--- config.mk ---
export PLATFORM = sky130hd
export DESIGN_NAME = spine_switch
export DESIGN_NICKNAME = d
export VERILOG_FILES = /design/src/rtl/spine_switch_pkg.sv /design/src/rtl/spine_fifo.sv /design/src/rtl/spine_switch.sv
export SDC_FILE = /design/constraint.sdc
export NUM_CORES = 1
export LEC_CHECK = 0
export ABC_AREA = 1
export CORE_AREA = 2 2 187 189
export DETAILED_ROUTE_END_ITERATION = 12
export DIE_AREA = 0 0 189 191
export GPL_TIMING_DRIVEN = 0
export PLACE_DENSITY = 0.79
export SLEW_MARGIN = 25
export SYNTH_ARGS = -nofsm -noshare
export SYNTH_HDL_FRONTEND = slang
export SYNTH_SLANG_ARGS = --single-unit
--- constraint.sdc ---
create_clock -name ACLK -period 4.6 [get_ports ACLK]
set_input_delay 0.92 -clock ACLK [delete_from_list [all_inputs] [get_ports ACLK]]
set_output_delay 0.92 -clock ACLK [all_outputs]
set_load 0.01 [all_outputs]
--- src/rtl/spine_switch_pkg.sv ---
// Shared definitions for the spine switch.
// Flit layout: dest address in flit[15:10]; the destination leaf group is dest[5:4].
package spine_switch_pkg;

  localparam int unsigned FLIT_DWIDTH = 16;
  localparam int unsigned NUM_PORTS   = 4;

  // Dest field position inside a flit.
  localparam int unsigned DEST_MSB = 15;
  localparam int unsigned DEST_LSB = 10;
  localparam int unsigned DEST_W   = DEST_MSB - DEST_LSB + 1;

  // Group (output leaf) field position inside the dest field.
  localparam int unsigned GRP_MSB = 5;
  localparam int unsigned GRP_LSB = 4;

  typedef logic [1:0] leaf_idx_t;

endpackage

--- src/rtl/spine_fifo.sv ---
// Synchronous FIFO buffering one leaf input of the spine switch.
// Ports:
//   i_clk, i_rst_n    clock, asynchronous active-low reset
//   i_push, i_wdata   write request and data; accepted when not full or popping this cycle
//   i_pop             read request; ignored when empty
//   o_rdata           head entry (valid when !o_empty)
//   o_full, o_empty   registered occupancy flags
//   o_count           registered occupancy
module spine_fifo #(
  parameter int unsigned DWIDTH = 16,
  parameter int unsigned DEPTH  = 4,
  localparam int unsigned AW = $clog2(DEPTH),
  localparam int unsigned CW = AW + 1
) (
  input  logic              i_clk,
  input  logic              i_rst_n,
  input  logic              i_push,
  input  logic [DWIDTH-1:0] i_wdata,
  input  logic              i_pop,
  output logic [DWIDTH-1:0] o_rdata,
  output logic              o_full,
  output logic              o_empty,
  output logic [CW-1:0]     o_count
);

  logic [DWIDTH-1:0] r_mem [DEPTH];
  logic [AW-1:0]     r_wr_ptr;
  logic [AW-1:0]     r_rd_ptr;
  logic [CW-1:0]     r_count;
  logic              w_do_push;
  logic              w_do_pop;

  assign o_full    = (r_count == CW'(DEPTH));
  assign o_empty   = (r_count == '0);
  assign o_count   = r_count;
  assign o_rdata   = r_mem[r_rd_ptr];
  assign w_do_pop  = i_pop & ~o_empty;
  // A pop frees the head slot this cycle, so a full FIFO can still take a write.
  assign w_do_push = i_push & (~o_full | w_do_pop);

  always_ff @(posedge i_clk or negedge i_rst_n) begin
    if (!i_rst_n) begin
      r_wr_ptr <= '0;
      r_rd_ptr <= '0;
      r_count  <= '0;
    end else begin
      if (w_do_push) r_wr_ptr <= r_wr_ptr + AW'(1);
      if (w_do_pop)  r_rd_ptr <= r_rd_ptr + AW'(1);
      case ({w_do_push, w_do_pop})
        2'b10:   r_count <= r_count + CW'(1);
        2'b01:   r_count <= r_count - CW'(1);
        default: r_count <= r_count;
      endcase
    end
  end

  // Storage needs no reset: it is only read while the count says it holds data.
  always_ff @(posedge i_clk) begin
    if (w_do_push) r_mem[r_wr_ptr] <= i_wdata;
  end

endmodule

--- src/rtl/spine_switch.sv ---
// 4-port spine switch: one FIFO per leaf input, per-output round-robin arbiter,
// registered outputs. A flit is routed to the leaf named by dest[5:4] of its
// dest field (flit[15:10]). Inputs have no backpressure; flits arriving at a
// full FIFO that is not popping are dropped and counted.
// Ports:
//   ACLK, ARESETn                 clock, asynchronous active-low reset
//   leafK_in_data/_valid          flit from leaf K (K = 0..3)
//   leafK_out_data/_valid         flit to leaf K, valid for one cycle per flit
//   leafK_dest_addr               leafK_out_data[15:10]
//   fifo_full, fifo_empty         per-input buffer state, bit K = leaf K
//   overflow                      sticky per-input drop flag
//   drop_count                    saturating count of dropped flits
module spine_switch
  import spine_switch_pkg::*;
#(
  parameter int unsigned DWIDTH     = FLIT_DWIDTH,
  parameter int unsigned FIFO_DEPTH = 4,
  parameter int unsigned SPINE_ID   = 1
) (
  input  logic              ACLK,
  input  logic              ARESETn,
  input  logic [DWIDTH-1:0] leaf0_in_data,
  input  logic              leaf0_in_valid,
  input  logic [DWIDTH-1:0] leaf1_in_data,
  input  logic              leaf1_in_valid,
  input  logic [DWIDTH-1:0] leaf2_in_data,
  input  logic              leaf2_in_valid,
  input  logic [DWIDTH-1:0] leaf3_in_data,
  input  logic              leaf3_in_valid,
  output logic [DWIDTH-1:0] leaf0_out_data,
  output logic              leaf0_out_valid,
  output logic [DEST_W-1:0] leaf0_dest_addr,
  output logic [DWIDTH-1:0] leaf1_out_data,
  output logic              leaf1_out_valid,
  output logic [DEST_W-1:0] leaf1_dest_addr,
  output logic [DWIDTH-1:0] leaf2_out_data,
  output logic              leaf2_out_valid,
  output logic [DEST_W-1:0] leaf2_dest_addr,
  output logic [DWIDTH-1:0] leaf3_out_data,
  output logic              leaf3_out_valid,
  output logic [DEST_W-1:0] leaf3_dest_addr,
  output logic [3:0]        fifo_full,
  output logic [3:0]        fifo_empty,
  output logic [3:0]        overflow,
  output logic [7:0]        drop_count
);

  localparam int unsigned CW = $clog2(FIFO_DEPTH) + 1;

  // Spine identity carries no routing meaning.
  logic [7:0] w_unused_spine_id;
  assign w_unused_spine_id = 8'(SPINE_ID);

  logic [DWIDTH-1:0]    w_in_data  [NUM_PORTS];
  logic [NUM_PORTS-1:0] w_in_valid;
  logic [DWIDTH-1:0]    w_head     [NUM_PORTS];
  leaf_idx_t            w_head_grp [NUM_PORTS];
  logic [CW-1:0]        w_unused_count [NUM_PORTS];
  logic [NUM_PORTS-1:0] w_full;
  logic [NUM_PORTS-1:0] w_empty;
  logic [NUM_PORTS-1:0] w_push;
  logic [NUM_PORTS-1:0] w_pop;
  logic [NUM_PORTS-1:0] w_drop;

  // Indexed [output][input].
  logic [NUM_PORTS-1:0] w_req [NUM_PORTS];
  logic [NUM_PORTS-1:0] w_gnt [NUM_PORTS];
  logic [NUM_PORTS-1:0] w_gnt_vld;
  leaf_idx_t            w_gnt_idx [NUM_PORTS];
  leaf_idx_t            w_cand;

  logic [2:0] w_drop_num;
  logic [8:0] w_drop_sum;
  logic [7:0] w_drop_next;

  leaf_idx_t            r_rr_ptr   [NUM_PORTS];
  logic [DWIDTH-1:0]    r_out_data [NUM_PORTS];
  logic [NUM_PORTS-1:0] r_out_valid;
  logic [3:0]           r_overflow;
  logic [7:0]           r_drop_count;

  assign w_in_data[0] = leaf0_in_data;
  assign w_in_data[1] = leaf1_in_data;
  assign w_in_data[2] = leaf2_in_data;
  assign w_in_data[3] = leaf3_in_data;
  assign w_in_valid   = {leaf3_in_valid, leaf2_in_valid, leaf1_in_valid, leaf0_in_valid};

  for (genvar gi = 0; gi < NUM_PORTS; gi++) begin : g_in
    spine_fifo #(
      .DWIDTH (DWIDTH),
      .DEPTH  (FIFO_DEPTH)
    ) u_fifo (
      .i_clk   (ACLK),
      .i_rst_n (ARESETn),
      .i_push  (w_push[gi]),
      .i_wdata (w_in_data[gi]),
      .i_pop   (w_pop[gi]),
      .o_rdata (w_head[gi]),
      .o_full  (w_full[gi]),
      .o_empty (w_empty[gi]),
      .o_count (w_unused_count[gi])
    );
    assign w_head_grp[gi] = w_head[gi][DEST_LSB+GRP_MSB:DEST_LSB+GRP_LSB];
  end

  // Each non-empty input requests exactly the output its head flit names.
  always_comb begin
    for (int o = 0; o < NUM_PORTS; o++) begin
      w_req[o] = '0;
      for (int i = 0; i < NUM_PORTS; i++) begin
        w_req[o][i] = ~w_empty[i] & (w_head_grp[i] == leaf_idx_t'(o));
      end
    end
  end

  // Round-robin: first requester at or after the pointer, wrapping 3 -> 0.
  always_comb begin
    w_cand = '0;
    for (int o = 0; o < NUM_PORTS; o++) begin
      w_gnt_vld[o] = 1'b0;
      w_gnt_idx[o] = '0;
      w_gnt[o]     = '0;
      for (int k = 0; k < NUM_PORTS; k++) begin
        w_cand = r_rr_ptr[o] + leaf_idx_t'(k);
        if (!w_gnt_vld[o] && w_req[o][w_cand]) begin
          w_gnt_vld[o]     = 1'b1;
          w_gnt_idx[o]     = w_cand;
          w_gnt[o][w_cand] = 1'b1;
        end
      end
    end
  end

  // An input requests a single output, so it can be popped at most once.
  always_comb begin
    w_pop = '0;
    for (int o = 0; o < NUM_PORTS; o++) begin
      w_pop = w_pop | w_gnt[o];
    end
    w_push = w_in_valid & (~w_full | w_pop);
    w_drop = w_in_valid & w_full & ~w_pop;
  end

  always_comb begin
    w_drop_num = '0;
    for (int i = 0; i < NUM_PORTS; i++) begin
      w_drop_num = w_drop_num + 3'(w_drop[i]);
    end
    w_drop_sum  = {1'b0, r_drop_count} + 9'(w_drop_num);
    w_drop_next = (w_drop_sum > 9'd255) ? 8'hFF : w_drop_sum[7:0];
  end

  always_ff @(posedge ACLK or negedge ARESETn) begin
    if (!ARESETn) begin
      r_out_valid  <= '0;
      r_overflow   <= '0;
      r_drop_count <= '0;
      for (int o = 0; o < NUM_PORTS; o++) begin
        r_rr_ptr[o]   <= '0;
        r_out_data[o] <= '0;
      end
    end else begin
      r_out_valid  <= w_gnt_vld;
      r_overflow   <= r_overflow | w_drop;
      r_drop_count <= w_drop_next;
      for (int o = 0; o < NUM_PORTS; o++) begin
        if (w_gnt_vld[o]) begin
          r_out_data[o] <= w_head[w_gnt_idx[o]];
          r_rr_ptr[o]   <= w_gnt_idx[o] + leaf_idx_t'(1);
        end
      end
    end
  end

  assign leaf0_out_data  = r_out_data[0];
  assign leaf1_out_data  = r_out_data[1];
  assign leaf2_out_data  = r_out_data[2];
  assign leaf3_out_data  = r_out_data[3];
  assign leaf0_out_valid = r_out_valid[0];
  assign leaf1_out_valid = r_out_valid[1];
  assign leaf2_out_valid = r_out_valid[2];
  assign leaf3_out_valid = r_out_valid[3];
  assign leaf0_dest_addr = r_out_data[0][DEST_MSB:DEST_LSB];
  assign leaf1_dest_addr = r_out_data[1][DEST_MSB:DEST_LSB];
  assign leaf2_dest_addr = r_out_data[2][DEST_MSB:DEST_LSB];
  assign leaf3_dest_addr = r_out_data[3][DEST_MSB:DEST_LSB];
  assign fifo_full       = w_full;
  assign fifo_empty      = w_empty;
  assign overflow        = r_overflow;
  assign drop_count      = r_drop_count;

endmodule

Word-level counts from Yosys, hierarchy flattened
Memory sizes are Yosys's and may differ from the RTL's.
Index checks and enable logic that the tools add are counted.

storage, ports and cells
  bits in registers = 116
  RAM bits = 256
  input bits = 70
  word-level logic and storage cells = 375
  memories = 4

memories
  memory                words  width  rd ports  clocked after Yosys merged registers in  write ports  RTL line          RTL
  g_in[0].u_fifo.r_mem  4      16     1         0                                        1            spine_fifo.sv:26  logic [DWIDTH-1:0] r_mem [DEPTH];
  g_in[1].u_fifo.r_mem  4      16     1         0                                        1            spine_fifo.sv:26
  g_in[2].u_fifo.r_mem  4      16     1         0                                        1            spine_fifo.sv:26
  g_in[3].u_fifo.r_mem  4      16     1         0                                        1            spine_fifo.sv:26

cells by class
  add/subtract/negate cells = 36
  order comparisons = 37
  equal/unequal tests = 24
  mux-type cells = 137
  bitwise operators = 62
  reductions and logical operators = 52

operator list
  kind                                                         number
  binary-select mux 16 bit (select 2 bit)                      4
  two-way mux 16 bit                                           8
  bitwise OR 4 bit                                             17
  two-way mux 4 bit                                            16
  two-way mux 1 bit                                            56
  less-than comparator 2 x 3 -> 1 bit (second input constant)  16
  adder 2 x 1 -> 2 bit (second input constant)                 16
  binary-select mux 1 bit (select 2 bit)                       16
  demux 1 bit (select 2 bit)                                   16
  >= comparator 2 x 1 -> 1 bit (second input constant)         16
  two-way mux 2 bit                                            16
  logical AND 1 bit                                            28
  AND 1 bit                                                    24
  == test 2 bit (second input constant)                        12
  one-hot mux 3 bit (2 select lines)                           4
  adder 2 bit (second input constant)                          8
  == test 2 x 1 -> 1 bit (second input constant)               8
  adder 3 x 1 -> 3 bit (second input constant)                 4
  AND 4 bit                                                    3
  == test 3 bit (second input constant)                        4
  >= comparator 3 bit (second input constant)                  4
  logical NOT 1 bit                                            12
  logical NOT 3 bit                                            4
  inverter 2 -> 3 bit                                          4
  other kinds (12)                                             32

Longest topological paths before layout
  depth in word-level cells = 26
  depth in mapped cells = 30
  depth with buffers taken out = 29

Hierarchy
From an unflattened synthesis, not the netlist that was laid out.

second synthesis, totals
  cells, all modules = 2181
  area, all modules = 19506.2 um^2

by module, submodules not included
  module        instances  cells an instance  area each (um^2)  sequential area each (um^2)
  spine_fifo    4          234                2942.8            2097.0
  spine_switch  1          1245               7734.9            2202.1

Least setup slack after synthesis
Ideal clock, no wire load.

  kind = register to register
  start point = register r_rr_ptr[2] (netlist bit)
  end point = register r_drop_count[2] (netlist: drop_count[2])
  arrival = 3856 ps
  required time = 4517 ps
  slack = 661 ps
  stages on the path, launching flop included = 25
  buffers on the path = 1
  clock period less this slack = 3939 ps
  cells stage by stage = dfrtp_1 -> buf_2 -> clkinv_1 -> ha_1 -> inv_1 -> nand3_1 -> nand2_1 -> nand3_4 -> nor2_4 -> nand2_1 -> nand2_1 -> nor2_1 -> nand2_1 -> nor2_1 -> fa_1 -> inv_1 -> fa_1 -> inv_1 -> fa_1 -> nand2_1 -> nor2_1 -> inv_1 -> nor2_1 -> nand4_1 -> o21ai_0

on the way
  cells in the longest elaborated chain, start to end = 22
  elaborated cells between the ends (all ways) = 57

RTL lines
  item                                                                                          RTL line             RTL
  start: declaration                                                                            spine_switch.sv:76   leaf_idx_t r_rr_ptr [NUM_PORTS];
  start signal: indexed assignment                                                              spine_switch.sv:169  r_rr_ptr[o] <= w_gnt_idx[o] + leaf_idx_t'(1);
  parallel branches: the longest is 11 deep, another holds less-than comparator 2 x 3 -> 1 bit  n/a
  two-way mux 4 bit *                                                                           spine_switch.sv:125  if (!w_gnt_vld[o] && w_req[o][w_cand]) begin
  bitwise OR 4 bit * (2 in a row)                                                               spine_switch.sv:138  w_pop = w_pop | w_gnt[o];
  inverter 4 bit *                                                                              spine_switch.sv:141  w_drop = w_in_valid & w_full & ~w_pop;
  AND 4 bit *                                                                                   spine_switch.sv:141
  adder 1 x 1 -> 2 bit                                                                          spine_switch.sv:147  w_drop_num = w_drop_num + 3'(w_drop[i]);
  adder 2 x 1 -> 3 bit                                                                          spine_switch.sv:147
  adder 3 x 1 -> 3 bit *                                                                        spine_switch.sv:147
  adder 8 x 3 -> 9 bit *                                                                        spine_switch.sv:149  w_drop_sum = {1'b0, r_drop_count} + 9'(w_drop_num);
  greater-than comparator 9 x 8 -> 1 bit                                                        spine_switch.sv:150  w_drop_next = (w_drop_sum > 9'd255) ? 8'hFF : w_drop_sum[7:0];
  two-way mux 8 bit *                                                                           spine_switch.sv:150
  named net w_drop_next[2]                                                                      spine_switch.sv:74   logic [7:0] w_drop_next;
  end signal: assignment                                                                        spine_switch.sv:165  r_drop_count <= w_drop_next;
  end: declaration                                                                              spine_switch.sv:80   logic [7:0] r_drop_count;

Mark *: on every way through the listed nets, which the timed path passes. The select of a mux whose other input is x is not followed.
A chain may end at the register's enable or synchronous reset.

Final worst setup path
  start point = register g_in[1].u_fifo.r_rd_ptr[0]
  end point = register r_drop_count[2] (netlist: drop_count[2])

on the way
  cells in the longest elaborated chain, start to end = 26
  elaborated cells between the ends (all ways) = 116

RTL lines
  item                                                                RTL line             RTL
  start: declaration                                                  spine_fifo.sv:28     logic [AW-1:0] r_rd_ptr;
  start signal: assignment                                            spine_fifo.sv:48     if (w_do_pop) r_rd_ptr <= r_rd_ptr + AW'(1);
  memory (4 x 16 bit) *                                               n/a
  == test 2 x 1 -> 1 bit / logical NOT 2 bit (equally long branches)  spine_switch.sv:111  w_req[o][i] = ~w_empty[i] & (w_head_grp[i] == leaf_idx_t'(o));
  AND 1 bit                                                           spine_switch.sv:111
  binary-select mux 1 bit (select 2 bit)                              spine_switch.sv:125
  two-way mux 1 bit (not written as such)                             spine_switch.sv:125
  two-way mux 1 bit                                                   spine_switch.sv:125
  logical NOT 1 bit                                                   spine_switch.sv:125
  logical AND 1 bit                                                   spine_switch.sv:125
  [11 not listed]                                                     n/a
  AND 4 bit *                                                         spine_switch.sv:141
  adder 1 x 1 -> 2 bit                                                spine_switch.sv:147
  adder 2 x 1 -> 3 bit                                                spine_switch.sv:147
  adder 3 x 1 -> 3 bit *                                              spine_switch.sv:147
  adder 8 x 3 -> 9 bit *                                              spine_switch.sv:149
  greater-than comparator 9 x 8 -> 1 bit                              spine_switch.sv:150
  two-way mux 8 bit *                                                 spine_switch.sv:150
  named net w_drop_next[2]                                            spine_switch.sv:74

The timed path passes the listed nets; every way through them passes the cells marked *. The select of a mux whose other input is x is not followed.

==> key figures <==
Floorplan
  • Die Span X: 189 µm
  • Die extent in y: approximately 190 µm
  • Core footprint: 0.0341 mm²
  • Std-Cell Rows: approximately 70
  • Die area: about 0.036 mm²
  • IO Pins: about 180
  • Starting Density: between 50% and 60%

Drt
  • Vias: 16600
  • Routed vias/inst: roughly 6
  • DRT antenna net count: 0
  • Residual DRC: 0
  • WL/cell: 20.4 µm
  • Initial DRC Count: about 1900
  • Total wire length: approximately 58000 µm
  • DRT Pass-1 Iters: 6

Finish
  • Share of cells above drive strength 1: 14.0%
  • Layout Cells excl Fill: between 2000 and 3000
  • Syn-to-layout area delta: 21.4%
  • Design area: between 0.02 and 0.025 mm²
  • Post-layout nets: about 2500
  • # diodes: 0
  • Layout fillers: approximately 2600

Synth
  • Synth Area per Inst: 9.26 µm²
  • Async S/R FF share, synth: a little under a third
  • Synthesized flop and latch total: about 370
  • Main area contributors after synthesis: edfxtp_1 40%, nand2_1 15%, dfrtp_1 15%, nand3_1 6.3%, a32o_1 2.9%
  • Area leader, netlist: edfxtp_1
  • Post-Syn Nets: 2215
  • Count leader, synth: nand2_1
  • Most common flop cell mapped by yosys: edfxtp_1
  • Area fraction of the dominant cell type after synthesis: about two fifths
  • Syn. warnings: 0
  • Mapped Area: 0.0194 mm²
  • Mapped Cells: approximately 2100
  • Unique cell type count in the Yosys netlist: 39
  • EDFF count, synth: about 260
  • Post-synthesis sequential area ratio: between 50% and 60%
  • Most numerous cell types in the synthesized netlist: 785 x nand2_1, 256 x edfxtp_1, 246 x nand3_1

Critical path
  • Worst setup endpoint: drop_count[2]
  • Worst r2r src: g_in[1].u_fifo.r_rd_ptr[0]
  • FF-to-FF setup slack: approximately 0.23 ns
  • Worst stage delay on the critical path: roughly 0.47 ns
  • CP required: 5.01 ns
  • CP Class: register to register
  • Crit path capture type: register
  • CP max FO: 8
  • R2R cell count: 28
  • Highest-delay cell along the critical path: fa_1
  • RR Endpoint: drop_count[2]
  • CP startpoint: g_in[1].u_fifo.r_rd_ptr[0]
  • Critical path startpoint category: register
  • Crit path DAT: 4.78 ns
  • CP dominant cell by count: nand2_1

Placement
  • HPWL after detailed placement: 42900 µm
  • Placed Cells: 2747
  • Placement Cell Area: 0.0220 mm²
  • Buffers on Ports: 181
  • Placer congestion estimate: 0.941

Global route
  • Vias in the first global route: roughly 16000
  • GRT overflow: 0
  • Pin count of the biggest net entering global routing: 86
  • First-pass GRT wire length: 87500 µm
  • GRT Util Overall: a little under a third
  • Initial antenna violation count: 0

Timing
  • Period utilization: between 90% and 100%
  • Clock Skews: about 0.020 ns
  • Fin. max-slew vios: 0
  • Final-report hold violation count: 0
  • Hold_ws: between 0.2 and 0.25 ns
  • Min cycle time layout: about 4.4 ns
  • Peak Freq: between 200 and 250 MHz
  • Tightest Pin Transition: 0.940 ns
  • Rel. slew slack: 37.3%
  • Final setup fails: 0

Clock tree
  • TritonCTS clock tree: done
  • H-tree depth: 2
  • Max Root-Sink Buffers: 3
  • Hold_buf cts: 0
  • Root buffer cell: clkbuf_16
  • Sink Count: about 370
  • Num CTS Buffers: 38
  • Clock-pin slew on the worst setup and hold paths: about 0.060 ns
  • Clk_lat worst skew: roughly 0.55 ns

Status
  • Status: finished clean

Min path
  • Hold/Removal Path Class: primary input to async pin

Job
  • Max cap viols: 0
[routing by layer]
| metal | share of wire, % | routed length (µm) | up-vias | global-route usage [%] |
|---|---|---|---|---|
| met5 | 0 | 0 | - | 0 |
| met1 | 42 | 24200 | 7962 | 44.9 |
| li1 | - | - | 7609 | - |
| met3 | 9.6 | 5550 | 101 | 5.56 |
| met2 | 45 | 26100 | 912 | 49.7 |
| met4 | 3.1 | 1770 | 0 | 10.2 |
[how the worst min path moves through the flow]
stage	startpoint	end
after floorplan	g_in[0].u_fifo.r_wr_ptr[1]	g_in[0].u_fifo.r_wr_ptr[1]
after global placement	overflow[0]	overflow[0]
after detailed placement	overflow[1]	overflow[1]
after CTS	ARESETn	g_in[2].u_fifo.o_count[1]
after global routing	ARESETn	g_in[2].u_fifo.o_count[1]
final	ARESETn	g_in[2].u_fifo.o_count[1]
[logic make-up after synthesis]
kind of cell / Yosys count / synth area share [%]
adders and majority gates: 48 / 3.36
and+or+nand+nor: 1256 / 29.2
DFF: 372 / 54.5
AOI/OAI and AO/OA: 148 / 5.49
xor gates and xnor gates: 18 / 0.812
buffers and inverters: 255 / 6.62
[cells in the final DEF (no fill, tap or decap), types with 26 or more instances in the layout]
master and instances:
nand2_1 775, edfxtp_1 256, nand3_1 242, clkdlybuf4s50_1 180
dfrtp_1 111, inv_1 99, nand4_1 86, a21oi_1 67
buf_4 64, a32o_1 56, ha_1 41, clkbuf_16 39
clkbuf_1 36, nor2_1 32, nand2_2 30, buf_2 26
[final cells by class]
| type | count | area (µm²) | share of cell area [%] |
|---|---|---|---|
| plain buffers | 131 | 810 | 3.43 |
| clock buffers | 44 | 1010 | 4.30 |
| clock inverters | 24 | 304 | 1.29 |
| inverters | 124 | 483 | 2.05 |
| multi-input cells | 1470 | 7730 | 32.8 |
| flip-flops and latches | 372 | 10600 | 44.9 |
| well taps | 455 | 569 | 2.41 |
| repair buffers | 205 | 2070 | 8.78 |
[flip-flops by register name, summed over array words and instances (netlist names)]
| register | flops |
|---|---|
| drop_count | 8 |
| g_in.u_fifo.o_count | 12 |
| g_in.u_fifo.r_mem | 256 |
| g_in.u_fifo.r_rd_ptr | 8 |
| g_in.u_fifo.r_wr_ptr | 8 |
| leaf0_out_data | 16 |
| leaf1_out_data | 16 |
| leaf2_out_data | 16 |
| leaf3_out_data | 16 |
| overflow | 4 |
| r_out_valid | 4 |
| r_rr_ptr | 8 |
[metrics by stage]
step | worst slack [ns] | setup TNS, ns | utilization, %
floorplan | 0.661 | 0 | -
global placement | -2.19 | -253.32 | 63.9
detailed placement | -0.387 | -2.90 | 64.6
CTS | 0.0212 | 0 | 68.5
global route | -0.0150 | -0.0150 | 69.1
finish | 0.226 | 0 | 69.1
[timing repair]
action	CTS	global route
gates resized for setup	5	41
setup buffers	1	9
endpoints found under the setup margin	8	8
pin swaps	0	8
[critical path, delay by kind of cell, from the launching register on]
kind	cells	cell delay [ns]
AOI/OAI and AO/OA	1	0.08
adders and majority gates	3	1.02
buffers and inverters	6	0.60
DFF	1	0.38
and+or+nand+nor	18	2.13
Power is not shown: default switching activity piles up to over one toggle a cycle in this logic, so the estimate is an artifact.
